**src/rtl/mdu_pkg.sv**
```systemverilog
// Shared encodings for the iterative multiply/divide unit.
// Op codes match the decode stage's MDU field.
package mdu_pkg;

    localparam logic [2:0] OP_MULT  = 3'b000;
    localparam logic [2:0] OP_MULTU = 3'b001;
    localparam logic [2:0] OP_DIV   = 3'b010;
    localparam logic [2:0] OP_DIVU  = 3'b011;
    localparam logic [2:0] OP_MTHI  = 3'b100;
    localparam logic [2:0] OP_MTLO  = 3'b101;

    typedef enum logic [1:0] {
        S_IDLE,
        S_RUN,
        S_FIX
    } state_t;

endpackage

```
**src/rtl/mdu_divstep.sv**
```systemverilog
// One restoring-division step on unsigned magnitudes.
// Assumes rem < dvs, so the shifted remainder fits WIDTH+1 bits.
module mdu_divstep #(
    parameter int WIDTH = 32
) (
    input  logic [WIDTH-1:0] rem,
    input  logic [WIDTH-1:0] dvs,
    input  logic             din,
    output logic [WIDTH-1:0] rem_n,
    output logic             qbit
);

    logic [WIDTH:0] sh;
    logic [WIDTH:0] diff;

    assign sh    = {rem, din};
    assign diff  = sh - {1'b0, dvs};
    assign qbit  = ~diff[WIDTH];
    assign rem_n = qbit ? diff[WIDTH-1:0] : sh[WIDTH-1:0];

endmodule

```
**src/rtl/mdu_iter.sv**
```systemverilog
// Iterative MULT/MULTU/DIV/DIVU unit owning HI/LO.
// One radix-2 step per cycle, then a fix-up cycle for signs.
module mdu_iter #(
    parameter int WIDTH = 32,
    parameter int CW    = $clog2(WIDTH) + 1
) (
    input  logic             clk,
    input  logic             rst_n,
    input  logic             start,
    input  logic [2:0]       op,
    input  logic [WIDTH-1:0] a,
    input  logic [WIDTH-1:0] b,
    input  logic             flush,
    output logic             busy,
    output logic             done,
    output logic [WIDTH-1:0] hi,
    output logic [WIDTH-1:0] lo
);
    import mdu_pkg::*;

    localparam int W2 = 2 * WIDTH;

    state_t state, state_n;

    logic [CW-1:0]    cnt;
    logic [W2-1:0]    acc;
    logic [WIDTH-1:0] opnd;
    logic [WIDTH-1:0] a_raw;
    logic             is_div;
    logic             neg_res;
    logic             neg_rem;
    logic             dvz;

    logic md_op, sgn_op, div_op;
    logic load, step, commit, wr_hi, wr_lo;

    logic [WIDTH-1:0] mag_a, mag_b;

    assign md_op  = (op == OP_MULT) || (op == OP_MULTU) ||
                    (op == OP_DIV)  || (op == OP_DIVU);
    assign sgn_op = (op == OP_MULT) || (op == OP_DIV);
    assign div_op = (op == OP_DIV)  || (op == OP_DIVU);

    assign mag_a = (sgn_op && a[WIDTH-1]) ? -a : a;
    assign mag_b = (sgn_op && b[WIDTH-1]) ? -b : b;

    // acc holds {partial product, multiplier} or {remainder, dividend/quotient}
    logic [WIDTH:0]   msum;
    logic [WIDTH-1:0] drem;
    logic             dq;
    logic [W2-1:0]    acc_step;

    assign msum = {1'b0, acc[W2-1:WIDTH]} + (acc[0] ? {1'b0, opnd} : '0);

    mdu_divstep #(
        .WIDTH(WIDTH)
    ) u_divstep (
        .rem  (acc[W2-1:WIDTH]),
        .dvs  (opnd),
        .din  (acc[WIDTH-1]),
        .rem_n(drem),
        .qbit (dq)
    );

    assign acc_step = is_div ? {drem, acc[WIDTH-2:0], dq}
                             : {msum, acc[WIDTH-1:1]};

    logic [W2-1:0]    prod;
    logic [WIDTH-1:0] quo, rmd, res_hi, res_lo;

    always_comb begin
        prod   = neg_res ? -acc : acc;
        quo    = neg_res ? -acc[WIDTH-1:0] : acc[WIDTH-1:0];
        rmd    = neg_rem ? -acc[W2-1:WIDTH] : acc[W2-1:WIDTH];
        res_hi = prod[W2-1:WIDTH];
        res_lo = prod[WIDTH-1:0];
        if (is_div) begin
            res_hi = dvz ? a_raw : rmd;
            res_lo = dvz ? '1 : quo;
        end
    end

    always_ff @(posedge clk or negedge rst_n) begin
        if (!rst_n) state <= S_IDLE;
        else        state <= state_n;
    end

    always_comb begin
        state_n = state;
        load    = 1'b0;
        step    = 1'b0;
        commit  = 1'b0;
        wr_hi   = 1'b0;
        wr_lo   = 1'b0;
        unique case (state)
            S_IDLE: begin
                if (start && !flush) begin
                    unique case (1'b1)
                        md_op: begin
                            load    = 1'b1;
                            state_n = S_RUN;
                        end
                        op == OP_MTHI: wr_hi = 1'b1;
                        op == OP_MTLO: wr_lo = 1'b1;
                        default: ;
                    endcase
                end
            end
            S_RUN: begin
                if (flush) begin
                    state_n = S_IDLE;
                end else begin
                    step = 1'b1;
                    if (cnt == CW'(1)) state_n = S_FIX;
                end
            end
            S_FIX: begin
                state_n = S_IDLE;
                commit  = !flush;
            end
            default: state_n = S_IDLE;
        endcase
    end

    always_ff @(posedge clk or negedge rst_n) begin
        if (!rst_n) begin
            cnt     <= '0;
            acc     <= '0;
            opnd    <= '0;
            a_raw   <= '0;
            is_div  <= 1'b0;
            neg_res <= 1'b0;
            neg_rem <= 1'b0;
            dvz     <= 1'b0;
            busy    <= 1'b0;
            done    <= 1'b0;
            hi      <= '0;
            lo      <= '0;
        end else begin
            busy <= (state_n != S_IDLE);
            done <= commit;
            if (load) begin
                cnt     <= CW'(WIDTH);
                acc     <= {{WIDTH{1'b0}}, div_op ? mag_a : mag_b};
                opnd    <= div_op ? mag_b : mag_a;
                a_raw   <= a;
                is_div  <= div_op;
                neg_res <= sgn_op && (a[WIDTH-1] ^ b[WIDTH-1]);
                neg_rem <= sgn_op && a[WIDTH-1];
                dvz     <= (b == '0);
            end else if (step) begin
                cnt <= cnt - CW'(1);
                acc <= acc_step;
            end
            if (commit) begin
                hi <= res_hi;
                lo <= res_lo;
            end else begin
                if (wr_hi) hi <= a;
                if (wr_lo) lo <= a;
            end
        end
    end

endmodule

```
**config.mk**
```make
export PLATFORM = sky130hd
export DESIGN_NAME = mdu_iter
export DESIGN_NICKNAME = d
export VERILOG_FILES = /design/src/rtl/mdu_pkg.sv /design/src/rtl/mdu_divstep.sv /design/src/rtl/mdu_iter.sv
export SDC_FILE = /design/constraint.sdc
export NUM_CORES = 1
export LEC_CHECK = 0
export CORE_ASPECT_RATIO = 1.25
export CORE_MARGIN = 8
export CORE_UTILIZATION = 35
export DETAILED_ROUTE_END_ITERATION = 8
export GPL_TIMING_DRIVEN = 0
export PLACE_DENSITY = 0.54
export SLEW_MARGIN = 20
export SYNTH_ARGS = -nofsm -noshare
export SYNTH_HDL_FRONTEND = slang
export SYNTH_SLANG_ARGS = --single-unit
```
**constraint.sdc**
```tcl
create_clock -name clk -period 4.7 [get_ports clk]
set_input_delay 1.175 -clock clk [delete_from_list [all_inputs] [get_ports clk]]
set_output_delay 1.175 -clock clk [all_outputs]
set_load 0.02 [all_outputs]
```
==> results.txt <==
- CTS built an H-tree with a depth of 1.
* Netlist Area Pre-Place: about 17000 sq um
* Share of flip-flops with an asynchronous set or reset: 1.00
- Summing all flip-flop and latch instances after layout gives approximately 5200 sq um.
- Number of nets with antenna violations after routing: 0
- Cells taking the most area after synthesis: dfrtp_1 (30%), nand2_1 (7.8%), o21ai_0 (6.0%), mux2i_1 (5.2%), ha_1 (5.0%)
* Die Ht: 265 microns
- Total of flip-flops plus latches after synthesis: 206
- Number of enable-type register cells in the synthesized netlist: 0
* Clock skew after layout: between 0.02 and 0.03 ns
- Critical Path Start Type: flip-flop
- GR Layer Usage met1: 0.343
- Worst slew margin relative to its limit: 0.199
- Number of maximum-capacitance violations: 0
- Hold Buf Count CTS: 0
* Power Dens Cells: roughly 600 nW/um^2
- The layer flagged by global routing as most heavily used is met2.
* Antenna violations before repair: 2
* Initial Util: 0.353
- At the worst endpoint, the required time is 5.14 ns.
- Dpl hpwl: 65400 microns
- Routed via count: between 15000 and 20000
- TritonRoute pass-1 iters: 6
* Start point of the critical path: acc[0]$_DFFE_PN0P_
* Syn Nets: roughly 2400
* RSZ-0062 raised after global routing: false
- Routability-driven placement finished with a final weighted congestion of between 0.9 and 1.
- STA puts the critical path data arrival time at 4.92 ns.
* Most common flop cell mapped by yosys: dfrtp_1
- Core area: 49200 sq um
* Gate Count Post-Synth: 2253
- For this design the top-level I/O count stands at 137.
- Sequential element share of the synthesized area: 0.297
* CTS sink cnt: 206
* Period utilization: 0.953
- Antenna diode count: 0
- Routed wirelength normalized by instance count: 26.7 microns
* Average vias per placed instance: 5.92
* Worst setup path category: flip-flop to flip-flop
* Top cells by instance count after synthesis: nand2_1 (360), o21ai_0 (207), dfrtp_1 (206)
- Portion of synthesized cell area occupied by the leading cell type: 0.297
- Clock tree synthesis selected as its root buffer the cell clkbuf_16.
- Largest net degree at the start of global routing: 87
- Critical-path maximum fanout: 10
- Most common cell in the netlist: nand2_1
- Flop2flop setup slack: 0.22 ns
* Slew at the pin with the worst max-slew slack: 1.20 ns
- In the final layout, the share of cells above drive strength 1 is 0.0362.
- The max-slew violation total from the final report came to 0.
* Launch point of the worst reg-to-reg path: acc[0]$_DFFE_PN0P_
- Measured along the x axis, the die boundary spans around 220 microns.
* Path type of the worst min-delay path: flip-flop to flip-flop
- The multi-input combinational cells in the finished layout cover a total of 11300 sq um.
- Subtracting the final worst setup slack from the clock period gives between 4 and 5 ns.
- For hold timing, the worst endpoint is a_raw[25]$_DFFE_PN0P_.
- VDD sags by at most 0.258 mV.
- End of the worst register-to-register path: acc[61]$_DFFE_PN0P_
- Final hold slack: 0.484 ns
* Via count of the first global-routing pass: 17900
- The clock reaches the later pin of the worst-skew pair after ~0.57 ns.
- After detailed routing, the number of remaining DRC violations is 0.
* Lkg Pwr: 8.40 nW
- TritonCTS built the clock tree.
* Wire length of the first global-routing pass: 120000 microns
- Hold wc startpoint: a_raw[25]$_DFFE_PN0P_
- Synthesis warning total: 0
* Count of endpoints failing setup in the final report: 0
* Peak Freq: approximately 220 MHz
- Total number of nets in the final design: 2554
- After clock tree synthesis, the clock-pin slew on the worst setup and hold paths is 0.07 ns.
* Depth of the worst register-to-register path: 13
- Worst hold stages: 2
* Area growth, synth to finish: 17.6%
- Averaged over all synthesized cells, the footprint is 7.71 sq um.
* Fill cells: 5120
- For met2 alone, demand over resource in global routing was 0.468.
- Fraction of the core area covered by cells at the end of the flow: 0.415
- Nature of the critical path endpoint: flip-flop
- Met3 demand-to-capacity share in global routing: 0.0347
* Sum of routed wire length over all layers: 82200 microns
* Number of buffers on the longest clock path: 3
- Global routing finished with a remaining overflow of 0.
* Distinct cell type count after synthesis: 76
- In this run, CTS created clock tree buffers numbering 25.
- In the global route stage, overall resource usage came out at 0.276.
* Post-synth top area cell: dfrtp_1
* Initial detailed-routing violation count: 1825
* Count of endpoints failing hold in the final timing report: 0
* Std cell rows: 91
* Buffers on Ports: 128
- DIE AREA: 57100 sq um
- Outcome: completed
-- power breakdown --
| part | switching (mW) | internal (mW) | total, mW | leakage (nW) |
|---|---|---|---|---|
| Clock | 0.888 | 1.19 | 2.08 | 0.425 |
| Sequential | 0.634 | 2.31 | 2.94 | 2.60 |
| Combinational | 4.49 | 2.71 | 7.20 | 5.37 |
-- repair_timing --
action / CTS / global route
resized for setup: 2 / 7
endpoints found under the setup margin: 32 / 31
buffers inserted: 1 / 0
pin swaps: 1 / 0
-- layout make-up --
cell class,count,share of cell area
buffer,167,0.0315
clock buffer,32,0.0349
clock inverter,14,0.00741
inverter,68,0.0125
multi-input combinational,1812,0.555
sequential,206,0.252
tap,651,0.0399
timing repair buffer,131,0.0661
-- per-stage QoR --
| step | cell area (sq um) | power [mW] | instances | TNS [ns] | setup WS [ns] |
|---|---|---|---|---|---|
| after floorplan | 17400 | 7.47 | 2253 | 0 | 1.17 |
| after global placement | 19500 | 9.94 | 3032 | -1456.15 | -6.91 |
| after detailed placement | 19500 | 10.0 | 3034 | -19.46 | -0.837 |
| after CTS | 20400 | 12.1 | 3081 | 0 | 0.0172 |
| after global routing | 20400 | 12.9 | 3081 | 0 | 0.109 |
| final | 20400 | 12.2 | 3081 | 0 | 0.220 |
-- flip-flops by register name, summed over array words and instances (netlist names) --
signal and count:
state 2, neg_rem 1, acc 64, cnt 6, neg_res 1, is_div 1
dvz 1, lo 32, a_raw 32, opnd 32, done 1, hi 32
busy 1
-- layer usage --
metal  vias to the layer above  wire [microns]
met4                         0            4480
li1                       8367               -
met5                         -               0
met2                       761           39000
met3                       176            4700
met1                      8950           34000
-- cells in the final DEF, fill, tap and decap left out, types with 43 or more instances in the layout --
cell type / Yosys / routed
a21o_1: 43 / 43
a21oi_1: 160 / 160
clkbuf_1: 143 / 142
clkdlybuf4s50_1: 0 / 126
dfrtp_1: 206 / 206
ha_1: 70 / 70
inv_1: 66 / 66
mux2i_1: 91 / 91
nand2_1: 360 / 360
nor2_1: 178 / 177
o211ai_1: 74 / 74
o21ai_0: 207 / 205
xnor2_1: 95 / 94
xor2_1: 81 / 81
-- cell families (layout without fill, tap and decap cells) --
kind of cell | Yosys count | in the layout | synth area share
AO/OA/AOI/OAI | 688 | 688 | 0.251
XOR/XNOR | 176 | 176 | 0.0887
adder cells (fa/ha/maj) | 72 | 72 | 0.0527
buffers and inverters | 235 | 412 | 0.0516
flip-flops | 206 | 206 | 0.297
multiplexers | 97 | 97 | 0.0563
AND/OR/NAND/NOR | 779 | 779 | 0.203
-- worst max-delay path by stage --
stage | to | slack, ns | cells after the start
detailed placement | acc[53]$_DFFE_PN0P_ | -0.84 | 13
CTS | acc[49]$_DFFE_PN0P_ | 0.02 | 13
finish | acc[61]$_DFFE_PN0P_ | 0.22 | 13
floorplan | acc[49]$_DFFE_PN0P_ | 1.17 | 13
global placement | lo[8]$_DFFE_PN0P_ | -6.91 | 1
global route | acc[49]$_DFFE_PN0P_ | 0.11 | 13
-- critical path, stage by stage (launching register included) --
cell	delay, ns
dfrtp_1	0.54
inv_1	0.29
clkbuf_1	0.48
nor2_1	0.11
ha_1	0.37
o21a_1	0.16
o21ai_0	0.08
a31oi_1	0.43
o211ai_1	0.24
a2111oi_1	0.89
o211ai_1	0.24
and4_1	0.25
a211oi_1	0.18
nand3_1	0.11
Power figures use the tool's default switching activity.
